`config.mk`:
```
export PLATFORM = sky130hd
export DESIGN_NAME = me_sad_accum
export DESIGN_NICKNAME = d
export VERILOG_FILES = /design/src/rtl/me_sad_accum.sv
export SDC_FILE = /design/constraint.sdc
export NUM_CORES = 1
export LEC_CHECK = 0
export BUFFER_PORTS_ARGS = -buffer_cell sky130_fd_sc_hd__clkbuf_2
export CAP_MARGIN = 25
export CORE_MARGIN = 2
export CORE_UTILIZATION = 51
export CTS_BUF_LIST = sky130_fd_sc_hd__clkbuf_8
export DETAILED_ROUTE_END_ITERATION = 7
export PLACE_DENSITY_LB_ADDON = 0.08
export REMOVE_ABC_BUFFERS = 1
export SYNTH_ARGS = -nofsm -noshare
export SYNTH_HDL_FRONTEND = slang
export SYNTH_SLANG_ARGS = --single-unit
```
`constraint.sdc`:
```
create_clock -name clk -period 2 [get_ports clk]
set_input_delay 0.1 -clock clk [delete_from_list [all_inputs] [get_ports clk]]
set_output_delay 0.1 -clock clk [all_outputs]
set_load 0.05 [all_outputs]
```
`src/rtl/me_sad_accum.sv`:
```
// me_sad_accum: row-serial SAD accumulator and candidate sequencer.
// Sums ROWS row SADs per search candidate, presents each full-block SAD with
// its (x, y) position to the min-SAD comparator, and walks the search window
// in raster order.
// Optional early termination: define SAD_EARLY_TERM_EN to abandon a candidate
// as soon as its partial sum reaches the comparator's current best.
module me_sad_accum #(
    parameter int ROWS   = 16,
    parameter int X_LAST = 32,
    parameter int Y_LAST = 32
) (
    input  logic        clk,
    input  logic        rst_n,
    input  logic        start,
    input  logic [11:0] row_sad,
    input  logic        row_valid,
    output logic        row_ready,
    input  logic [15:0] min_sad,
    output logic        reset_sum,
    output logic        comp_en,
    output logic [15:0] sad,
    output logic [5:0]  addr,
    output logic [5:0]  amt,
    output logic        cand_skip,
    output logic        busy,
    output logic        done
);

    localparam logic [4:0] LAST_ROW = 5'(ROWS - 1);
    localparam logic [5:0] X_END    = 6'(X_LAST);
    localparam logic [5:0] Y_END    = 6'(Y_LAST);

    typedef enum logic [2:0] {
        S_IDLE,
        S_CLEAR,
        S_ACCUM,
        S_EMIT,
        S_SKIP,
        S_DONE
    } state_t;

    state_t      r_state;
    state_t      w_next;

    logic [15:0] r_acc;
    logic [4:0]  r_row;
    logic [5:0]  r_x;
    logic [5:0]  r_y;

    logic [15:0] w_sum;
    logic        w_accept;
    logic        w_last_row;
    logic        w_last_cand;
    logic        w_early;

    logic        r_reset_sum;
    logic        r_comp_en;
    logic        r_cand_skip;
    logic        r_busy;
    logic        r_done;
    logic [15:0] r_sad;
    logic [5:0]  r_addr;
    logic [5:0]  r_amt;

    // The running sum cannot wrap: ROWS rows of at most 4080 fit in 16 bits.
    assign w_sum       = r_acc + {4'd0, row_sad};
    assign w_last_row  = (r_row == LAST_ROW);
    assign w_last_cand = (r_x == X_END) && (r_y == Y_END);
    assign w_accept    = (r_state == S_ACCUM) && row_valid;

`ifdef SAD_EARLY_TERM_EN
    assign w_early = (w_sum >= min_sad);
`else
    logic w_unused_min_sad;
    assign w_unused_min_sad = ^min_sad;
    assign w_early          = 1'b0;
`endif

    // State register; reset discards any search in progress.
    always_ff @(posedge clk) begin
        if (!rst_n) begin
            r_state <= S_IDLE;
        end else begin
            r_state <= w_next;
        end
    end

    // Next-state logic: one candidate is ROWS accepted rows then EMIT or SKIP.
    always_comb begin
        w_next = r_state;
        case (r_state)
            S_IDLE: begin
                if (start) begin
                    w_next = S_CLEAR;
                end
            end
            S_CLEAR: begin
                w_next = S_ACCUM;
            end
            S_ACCUM: begin
                if (w_accept) begin
                    if (w_last_row) begin
                        w_next = S_EMIT;
                    end else if (w_early) begin
                        w_next = S_SKIP;
                    end
                end
            end
            S_EMIT, S_SKIP: begin
                w_next = w_last_cand ? S_DONE : S_ACCUM;
            end
            S_DONE: begin
                w_next = S_IDLE;
            end
            default: begin
                w_next = S_IDLE;
            end
        endcase
    end

    // Datapath and registered outputs; strobes are decoded from the next state
    // so they line up with the cycle spent in the corresponding state.
    always_ff @(posedge clk) begin
        if (!rst_n) begin
            r_acc       <= '0;
            r_row       <= '0;
            r_x         <= '0;
            r_y         <= '0;
            r_reset_sum <= 1'b0;
            r_comp_en   <= 1'b0;
            r_cand_skip <= 1'b0;
            r_busy      <= 1'b0;
            r_done      <= 1'b0;
            r_sad       <= '0;
            r_addr      <= '0;
            r_amt       <= '0;
        end else begin
            r_reset_sum <= (w_next == S_CLEAR);
            r_comp_en   <= (w_next == S_EMIT);
            r_cand_skip <= (w_next == S_SKIP);
            r_done      <= (w_next == S_DONE);
            r_busy      <= (w_next != S_IDLE);
            case (r_state)
                S_IDLE: begin
                    r_acc <= '0;
                    r_row <= '0;
                    r_x   <= '0;
                    r_y   <= '0;
                end
                S_ACCUM: begin
                    if (w_accept) begin
                        r_acc <= w_sum;
                        r_row <= r_row + 5'd1;
                        if (w_next == S_EMIT) begin
                            r_sad  <= w_sum;
                            r_addr <= r_x;
                            r_amt  <= r_y;
                        end
                    end
                end
                S_EMIT, S_SKIP: begin
                    r_acc <= '0;
                    r_row <= '0;
                    if (r_x == X_END) begin
                        r_x <= '0;
                        r_y <= r_y + 6'd1;
                    end else begin
                        r_x <= r_x + 6'd1;
                    end
                end
                default: begin
                end
            endcase
        end
    end

    assign row_ready = (r_state == S_ACCUM);
    assign reset_sum = r_reset_sum;
    assign comp_en   = r_comp_en;
    assign cand_skip = r_cand_skip;
    assign busy      = r_busy;
    assign done      = r_done;
    assign sad       = r_sad;
    assign addr      = r_addr;
    assign amt       = r_amt;

endmodule

```
==> results of run 1 <==
==> cell usage after synthesis (3+ instances only) <==
master	count
a21oi_1	38
ha_1	18
nand2_1	62
or2_2	4
a211oi_1	4
inv_1	9
o21ai_0	22
nand2b_1	4
xnor2_1	6
nor3b_1	3
mux2i_1	3
a22oi_1	7
clkbuf_1	15
nor3_1	8
nand3_1	18
nor2_1	40
a31oi_1	7
nand4_1	5
and2_1	4
xor2_1	10
dfxtp_1	69
a21o_1	3
nor2b_1	4
==> sequential cells by signal, indices dropped and copies added, names as in the netlist, 3 cells and up <==
signal	cells
amt	6
addr	6
r_row	5
r_x	6
r_state	3
sad	16
r_acc	16
r_y	6
==> power breakdown <==
part | internal [W] | total [W] | switching [W]
registers | 0.00139 | 0.00140 | 0.0000105
logic | 0.000122 | 0.000302 | 0.000180
clock network | 0.000633 | 0.00116 | 0.000525
total | 0.00214 | 0.00286 | 0.000716
==> final cells by class <==
cell class	instances	area, µm²	share of cell area
clock buffer	11	151	0.0349
clock inverter	4	47.5	0.0110
inverter	10	37.5	0.00866
multi-input combinational	305	2040	0.471
sequential	69	1390	0.320
tap	77	96.3	0.0222
timing repair buffer	92	576	0.133
==> final timing paths <==
path / end / slack (ns) / startpoint
worst min register to register: amt[4] / 0.45 / amt[4]
worst min-delay path: reset_sum / 0.05 / start
worst max register to register: r_acc[11] / -0.06 / r_acc[3]
worst max-delay path: r_acc[11] / -0.06 / r_acc[3]
==> logic make-up (layout without fill, tap and decap cells) <==
group / count (synthesis) / count (layout)
simple gates: 167 / 167
compound gates: 98 / 98
flops: 69 / 69
buf+inv: 26 / 117
fa+ha+maj: 19 / 19
xor+xnor: 16 / 16
mux: 4 / 4
other cells: 1 / 1
==> layout by cell type, fill, tap and decap left out, types with 5 or more instances in the layout <==
master,n
a21oi_1,33
a22oi_1,7
a31oi_1,5
buf_4,41
clkbuf_2,49
clkbuf_8,11
dfxtp_1,65
ha_1,12
ha_4,6
inv_1,9
nand2_1,59
nand3_1,18
nand4_1,5
nor2_1,40
nor3_1,8
o21ai_0,17
xnor2_1,5
xor2_1,10
==> what timing repair did <==
action	CTS	global route
setup buffers	4	3
gates resized for setup	18	29
endpoints found under the setup margin	13	16
gates cloned	0	0
pin swaps	12	17
==> worst reg2reg max path, cell delays in order, from the launching register on <==
cell and delay, ns:
dfxtp_2 0.34, ha_4 0.29, nand2_4 0.06, nor3b_4 0.17
nor2_1 0.07, or4_1 0.40, a221o_1 0.35, a32o_1 0.26
==> metrics by stage <==
stage / hold slack [ns] / total power (W) / setup TNS (ns) / setup slack, ns / instance area, µm²
2_1_floorplan: 0.222 / 0.00158 / -0.654 / -0.195 / 3230
3_3_place_gp: 0.412 / 0.00168 / -1.16 / -0.216 / 3850
3_5_place_dp: 0.408 / 0.00168 / -1.48 / -0.255 / 3850
4_1_cts: 0.0413 / 0.00284 / -0.294 / -0.176 / 4160
5_1_grt: 0.124 / 0.00296 / -0.835 / -0.161 / 4330
6_report: 0.0519 / 0.00286 / -0.134 / -0.0589 / 4330
==> layer usage <==
| metal | track usage | routed length, µm | up-vias |
|---|---|---|---|
| met4 | 0.0808 | 86 | 0 |
| li1 | - | - | 1577 |
| met1 | 0.305 | 3920 | 1421 |
| met3 | 0.0551 | 287 | 8 |
| met2 | 0.372 | 3840 | 53 |
| met5 | 0 | 0 | - |
==> flow_summary.ini, run 1 <==
[cells_and_area]
utilization = 0.686
fin_nets = 538
diodes = 0
instances_no_fill = 568
fillCellCount = 532
drive_gt1_frac = 0.299
area_delta_synth_final_pct = 31.6

[detailed_routing]
dr.pass1.iters = 4
detail_route.wl_per_cell_um = 14.3
viasPerCell = 5.39
drtAntennaViolNets = 0
vias = 3059
post-route-drc-count = 0
routed_wl_mm = 8.13
drtIter0Drc = 120

[clock_network]
cts_tree = built
clock_path_buffers = 2
cts_num_sinks = 69
cts_root_buf = clkbuf_8
insertion_delay_ns = 0.35
hold_buffers = 0
cts_buffers = 9
clk_pin_slew_ns = 0.07
htreeDepth = 3

[critical_path]
required_ns = 2.24
critical-path-max-stage-delay_ns = 0.40
path_max_fanout = 4
cp_cell_sequence = ha_4 > nand2_4 > nor3b_4 > nor2_1 > or4_1 > a221o_1 > a32o_1
crit_arrival_ns = 2.30
worst-path-buf-inv = 0
cp.depth = 7
crit_type = reg -> reg
reg2reg_depth = 7
cpMaxStageDelayCell = or4_1
start_kind = register
cp_top_family = simple AND/OR/NAND/NOR gates
end_kind = register

[yosys]
avgSynthCellArea_um2 = 8.24
synth_mux_area_frac = 0.0125
synth_xor_area_frac = 0.0425
synthFlopType = dfxtp_1
syn_area_um2 = 3290
synth_top_family_by_area = simple AND/OR/NAND/NOR gates
yosys.cell_types.count = 54
synth-compound-area-share = 0.182
synthSimpleGateAreaFrac = 0.239
ys_top_cells_by_area = dfxtp_1 42%, nand2_1 7.1%, ha_1 6.8%
ys_seq_area_frac = 0.419
synth.top_cell.area_share = 0.419
async_flop_share = 0
synth_fa_ha_area_frac = 0.0744
ys_warn_count = 0
ys_ff_latch = 69
syn_inst = 400
synth-edff-count = 0
yosys.area.top_type = dfxtp_1

[floorplanning]
die-area_um2 = 7120
die_height_um = 84.4
coreArea_um2 = 6310
pin_count = 66
initial_core_util = 0.522
die_w_um = 84.4
rows = 29

[timing]
finalSetupViolCount = 4
finalHoldViolCount = 0
maxSlewViolCount = 0
fin_crit_sh = 1.03
worst_clock_skew_ns = 0.00562
max_freq_mhz = 486
rsz0062_at_grt = true
finalCriticalPeriod_ns = 2.06
fin_ws_ns = -0.0589

[run_status]
violations = negative setup slack
outcome = complete, but fails checks

[global_route]
antenna_found_initial = 0
grt_pass1_vias = 2958
grt_pass1_wl_mm = 13.4
gr-total-overflow = 0
track_usage = 0.231
grt_max_degree = 44

[power]
vdd_ir_drop_max_v = 0.000483
p_leak_nw = 1.78
power_density_nw_per_um2 = 659

[flow_run]
maxCapViolations = 0

[place]
port_buffers = 49
dp_hpwl_mm = 5.26
place_inst = 547
gp_congestion = 0.808

[min_path]
hold_class = in -> reg
min_path_cells = 3
No activity file was read; power rests on OpenSTA's default activity.
==> inputs of run 2 (changes only) <==
ABC_AREA = 1   (was unset)
CORE_MARGIN = 8   (was 2)
CORE_UTILIZATION = 52   (was 51)
==> run 2 against run 1 <==
- total power up 5.6%
- register-to-register slack better by 0.30 ns
- the run now ends clean
- clock power up 17%
- clock skew up 0.0036 ns
==> flow_summary.ini, run 2 <==
[detailed_routing]
routed_wl_mm = 7.94
dr.pass1.iters = 4
drtIter0Drc = 93
drtAntennaViolNets = 0
vias = 3215
detail_route.wl_per_cell_um = 12.4
viasPerCell = 5.02
post-route-drc-count = 0

[power]
intPower_w = 0.00228
vdd_ir_drop_max_v = 0.000530
p_leak_nw = 1.99
sequentialPowerShare = 0.464
power_density_nw_per_um2 = 732
combPwrFrac = 0.086
p_switching_w = 0.000734
p_sw_frac = 0.243
clkPwrFrac = 0.450

[place]
dp_slack_ns = 0.168
dp_hpwl_mm = 5.72
place_inst = 624
gp_congestion = 0.888
port_buffers = 49

[cells_and_area]
area_delta_synth_final_pct = 16.1
fin_nets = 607
diodes = 0
final_common_cell = nand2_1
instances_no_fill = 641
mostFrequentLayoutCells = 148 x nand2_1, 69 x dfxtp_1, 61 x inv_1, 55 x a21oi_1, 49 x clkbuf_2
drive_gt1_frac = 0.164
utilization = 0.616

[critical_path]
required_ns = 2.23
start_kind = register
end_kind = register
path_max_fanout = 3
crit_arrival_ns = 2.00
crit_type = reg -> reg

[yosys]
yosys.area.top_type = dfxtp_1
synth.top_cell.area_share = 0.390
ys_warn_count = 0
synth-edff-count = 0
syn_area_um2 = 3540
avgSynthCellArea_um2 = 7.03
yosysMostFrequentCell = nand2_1
synthFlopType = dfxtp_1
ys_ff_latch = 69
syn_inst = 504
yosys.cell_types.count = 35
ys_top_cells_by_area = dfxtp_1 39%, nand2_1 16%, a21oi_1 7.8%
synth_common_cells = 149 x nand2_1, 69 x dfxtp_1, 61 x inv_1
async_flop_share = 0
ys_seq_area_frac = 0.390

[timing]
maxSlewViolCount = 0
finalHoldViolCount = 0
fin_crit_sh = 0.882
fin_ws_ns = 0.236
max_freq_mhz = 567
rsz0062_at_grt = false
worst_clock_skew_ns = 0.00917
finalSetupViolCount = 0
finalCriticalPeriod_ns = 1.76

[floorplanning]
rows = 30
initial_core_util = 0.531
coreArea_um2 = 6680
die-area_um2 = 9710
pin_count = 66
die_height_um = 98.6
die_w_um = 98.6

[clock_network]
post_cts_buffers = 0
htreeDepth = 3
cts_tree = built
clk_pin_slew_ns = 0.08
cts_buffers = 9
clock_path_buffers = 2
cts_root_buf = clkbuf_8
insertion_delay_ns = 0.34
cts_num_sinks = 69

[global_route]
antenna_found_initial = 0
grt_pass1_wl_mm = 14.0
gr-total-overflow = 0
track_usage = 0.174
grt_pass1_vias = 3166
grt_max_degree = 42

[flow_run]
maxCapViolations = 0

[min_path]
hold_class = in -> reg

[run_status]
outcome = finished, final reports clean
==> run 2: changes by cell type after synthesis, sizes merged, moves of 5 or more <==
cell | previous run | this run
nand4 | 5 | 0
clkbuf | 15 | 3
a21oi | 38 | 55
inv | 9 | 65
buf | 1 | 12
nand2 | 63 | 152
nand3 | 18 | 23
a31oi | 7 | 0
a22oi | 7 | 0
==> run 2: final timing paths <==
kind	startpoint	end	slack [ns]	cells after the start
hold reg to reg	r_y[5]	r_y[5]	0.47	2
hold / removal	row_sad[0]	sad[0]	0.17	4
setup / recovery	r_acc[0]	sad[14]	0.24	12
setup reg to reg	r_acc[0]	sad[14]	0.24	12
==> run 2: per-layer routing <==
layer / wire (µm) / track usage
met5: 0 / 0
met4: 96 / 0.0496
met3: 284 / 0.0423
met2: 3960 / 0.319
met1: 3600 / 0.193
==> run 2: kinds of logic (layout without fill, tap and decap cells) <==
kind of cell / count (synthesis) / in the layout / share of synthesized area
AND/OR/NAND/NOR: 238 / 238 / 0.289
AO/OA/AOI/OAI: 85 / 85 / 0.128
buffers and inverters: 80 / 137 / 0.0939
flip-flops: 69 / 69 / 0.390
adder cells (fa/ha/maj): 19 / 19 / 0.0692
XOR/XNOR: 12 / 12 / 0.0297
other: 1 / 1 / 0.00106
==> run 2: stage by stage <==
step	power (W)	hold WS, ns	setup TNS [ns]	instance area, µm²
after detailed placement	0.00169	0.346	0	3860
after floorplan	0.00161	0.211	-1.13	3460
after global routing	0.00312	0.191	0	4120
after global placement	0.00169	0.340	0	3860
final	0.00302	0.169	0	4120
after CTS	0.00304	0.165	0	4110
==> run 2: power by group through the flow <==
stage          combinational, W  sequential (W)  clock, W
3_5_place_dp           0.000257         0.00143         0
5_1_grt                0.000288         0.00140   0.00143
6_report               0.000258         0.00140   0.00136
4_1_cts                0.000261         0.00140   0.00138
3_3_place_gp           0.000255         0.00143         0
2_1_floorplan          0.000159         0.00145         0
==> run 2: layout make-up <==
cell class,count,area (µm²)
Timing Repair Buffer,56,313
Multi-Input combinational cell,355,1840
Clock buffer,12,165
Clock inverter,4,77.6
Inverter,65,244
Sequential cell,69,1380
Fill cell,614,2560
Tap cell,80,100
==> run 2: what timing repair did <==
action / CTS / global route
hold buffers: 1 / 0
setup endpoints to repair: 0 / 1
resized for setup: 0 / 2
endpoints found under the hold margin: 1 / 0
==> run 2: critical path, cell delays in order (launching register included) <==
cell and delay, ns:
dfxtp_1 0.32, ha_1 0.21, fa_2 0.38, nand2_1 0.07, nand2_1 0.06, nand3b_1 0.09
nand2_2 0.09, nand2_1 0.09, nand2_1 0.05, nand2_1 0.06, nand2_1 0.06, o21bai_1 0.12
inv_1 0.05
==> inputs of run 3 (changes only) <==
CELL_PAD_IN_SITES_DETAIL_PLACEMENT = 1   (was unset)
CELL_PAD_IN_SITES_GLOBAL_PLACEMENT = 1   (was unset)
CORE_UTILIZATION = 37   (was 52)
==> run 3 against run 2 <==
- die area is 34% higher
- count of clock-buffer cells in the layout is 3 lower
- clock skew is 0.00087 ns lower
- largest cell class unchanged
- largest power group unchanged
==> flow_summary.ini, run 3 (synthesis gave the netlist of run 2 again) <==
[detailed_routing]
routed_wl_mm = 9.52
detail_route.wl_per_cell_um = 13.8
drtIter0Drc = 88
top_layer_used = met4
drt-met1-wl_mm = 4.40
post-route-drc-count = 0
route.met2.wl_mm = 4.81
viasPerCell = 4.76
dr.pass1.iters = 4
dr_wl_met3_um = 235
drtAntennaViolNets = 0
vias = 3289

[place]
port_buffers = 49
dp_hpwl_mm = 7.08
gp_congestion = 0.809
place_area_um2 = 3930

[clock_network]
insertion_delay_ns = 0.34
cts_tree = built
clk_pin_slew_ns = 0.08
clock_path_buffers = 2
htreeDepth = 3
cts_num_sinks = 69
cts_root_buf = clkbuf_8
cts_buffers = 9

[min_path]
hold_class = in -> reg
hold_end = sad[0]
holdCritStartpoint = row_sad[0]
min_path_cells = 4

[critical_path]
rrSetupSlack_ns = 0.22
r2r-end = sad[14]
worst_r2r_startpoint = r_acc[0]
path_max_fanout = 3
crit_arrival_ns = 2.02
reg2reg_depth = 12
required_ns = 2.25
start_kind = register
crit_type = reg -> reg
end_kind = register

[timing]
max_freq_mhz = 562
finalSetupViolCount = 0
worst_clock_skew_ns = 0.00831
fin_crit_sh = 0.889
finalHoldViolCount = 0
finalCriticalPeriod_ns = 1.78
maxSlewViolCount = 0
rsz0062_at_grt = false

[cells_and_area]
area_delta_synth_final_pct = 16.8
mostFrequentLayoutCells = 149 x nand2_1, 69 x dfxtp_1, 61 x inv_1, 55 x a21oi_1, 49 x clkbuf_2
diodes = 0
drive_gt1_frac = 0.164
fin_nets = 608
final_common_cell = nand2_1
final_cell_area_um2 = 4140
utilization = 0.446

[floorplanning]
die_height_um = 114
initial_core_util = 0.382
pin_count = 66
coreArea_um2 = 9280
die_w_um = 114
die-area_um2 = 13000
rows = 35

[power]
vdd_ir_drop_max_v = 0.000357
p_leak_nw = 1.97
power_density_nw_per_um2 = 685

[global_route]
gr-total-overflow = 0
antenna_found_initial = 0
grt_pass1_wl_mm = 15.9
track_usage = 0.152
grt_pass1_vias = 3368
grt_max_degree = 31

[flow_run]
maxCapViolations = 0

[run_status]
outcome = finished, final reports clean
run 3: final cells by class:
class	count	area, µm²
Sequential cell	69	1380
Fill cell	1215	5140
Inverter	65	244
Clock inverter	7	76.3
Tap cell	129	161
Multi-Input combinational cell	355	1830
Clock buffer	9	124
Timing Repair Buffer	57	320
run 3: what timing repair did:
| action | CTS | global route |
|---|---|---|
| hold buffers | 1 | 0 |
| setup endpoints to repair | 0 | 2 |
| hold endpoints to repair | 1 | 0 |
| buffers inserted | 0 | 0 |
| gates resized for setup | 0 | 1 |
run 3: power by group:
| group | total (W) | internal [W] | switching (W) |
|---|---|---|---|
| sequential | 0.00140 | 0.00139 | 0.0000112 |
| clock | 0.00117 | 0.000580 | 0.000588 |
| combinational | 0.000267 | 0.0000796 | 0.000187 |
run 3: how the worst max path moves through the flow:
stage	startpoint	end	slack (ns)	depth (start not counted)
after global placement	r_acc[0]	sad[14]	0.18	12
after global routing	r_acc[0]	sad[10]	0.06	12
after CTS	r_acc[0]	sad[14]	0.14	12
after detailed placement	r_acc[0]	sad[14]	0.17	12
final	r_acc[0]	sad[14]	0.22	12
after floorplan	r_state[2]	sad[10]	-0.11	8
run 3: metrics by stage:
stage | worst slack, ns | hold WS (ns) | total power [W] | setup TNS (ns) | cells
after floorplan | -0.107 | 0.211 | 0.00161 | -1.13 | 489
after global placement | 0.183 | 0.338 | 0.00170 | 0 | 674
after detailed placement | 0.165 | 0.351 | 0.00170 | 0 | 674
after CTS | 0.135 | 0.160 | 0.00289 | 0 | 691
after global routing | 0.0646 | 0.193 | 0.00298 | 0 | 691
final | 0.222 | 0.174 | 0.00283 | 0 | 691
run 3: worst max-delay path, cell delays in order (launching register included):
cell and delay [ns]:
dfxtp_1 0.32, ha_1 0.20, fa_2 0.37, nand2_1 0.07, nand2_1 0.06, nand3b_1 0.08, nand2_1 0.13, nand2_1 0.11
nand2_1 0.06, nand2_1 0.06, nand2_1 0.06, o21bai_1 0.12, inv_1 0.04
run 3: per-layer routing:
layer / vias to the layer above / track usage
li1: 1690 / -
met1: 1564 / 0.172
met2: 28 / 0.280
met3: 7 / 0.0296
met4: 0 / 0.0506
met5: - / 0
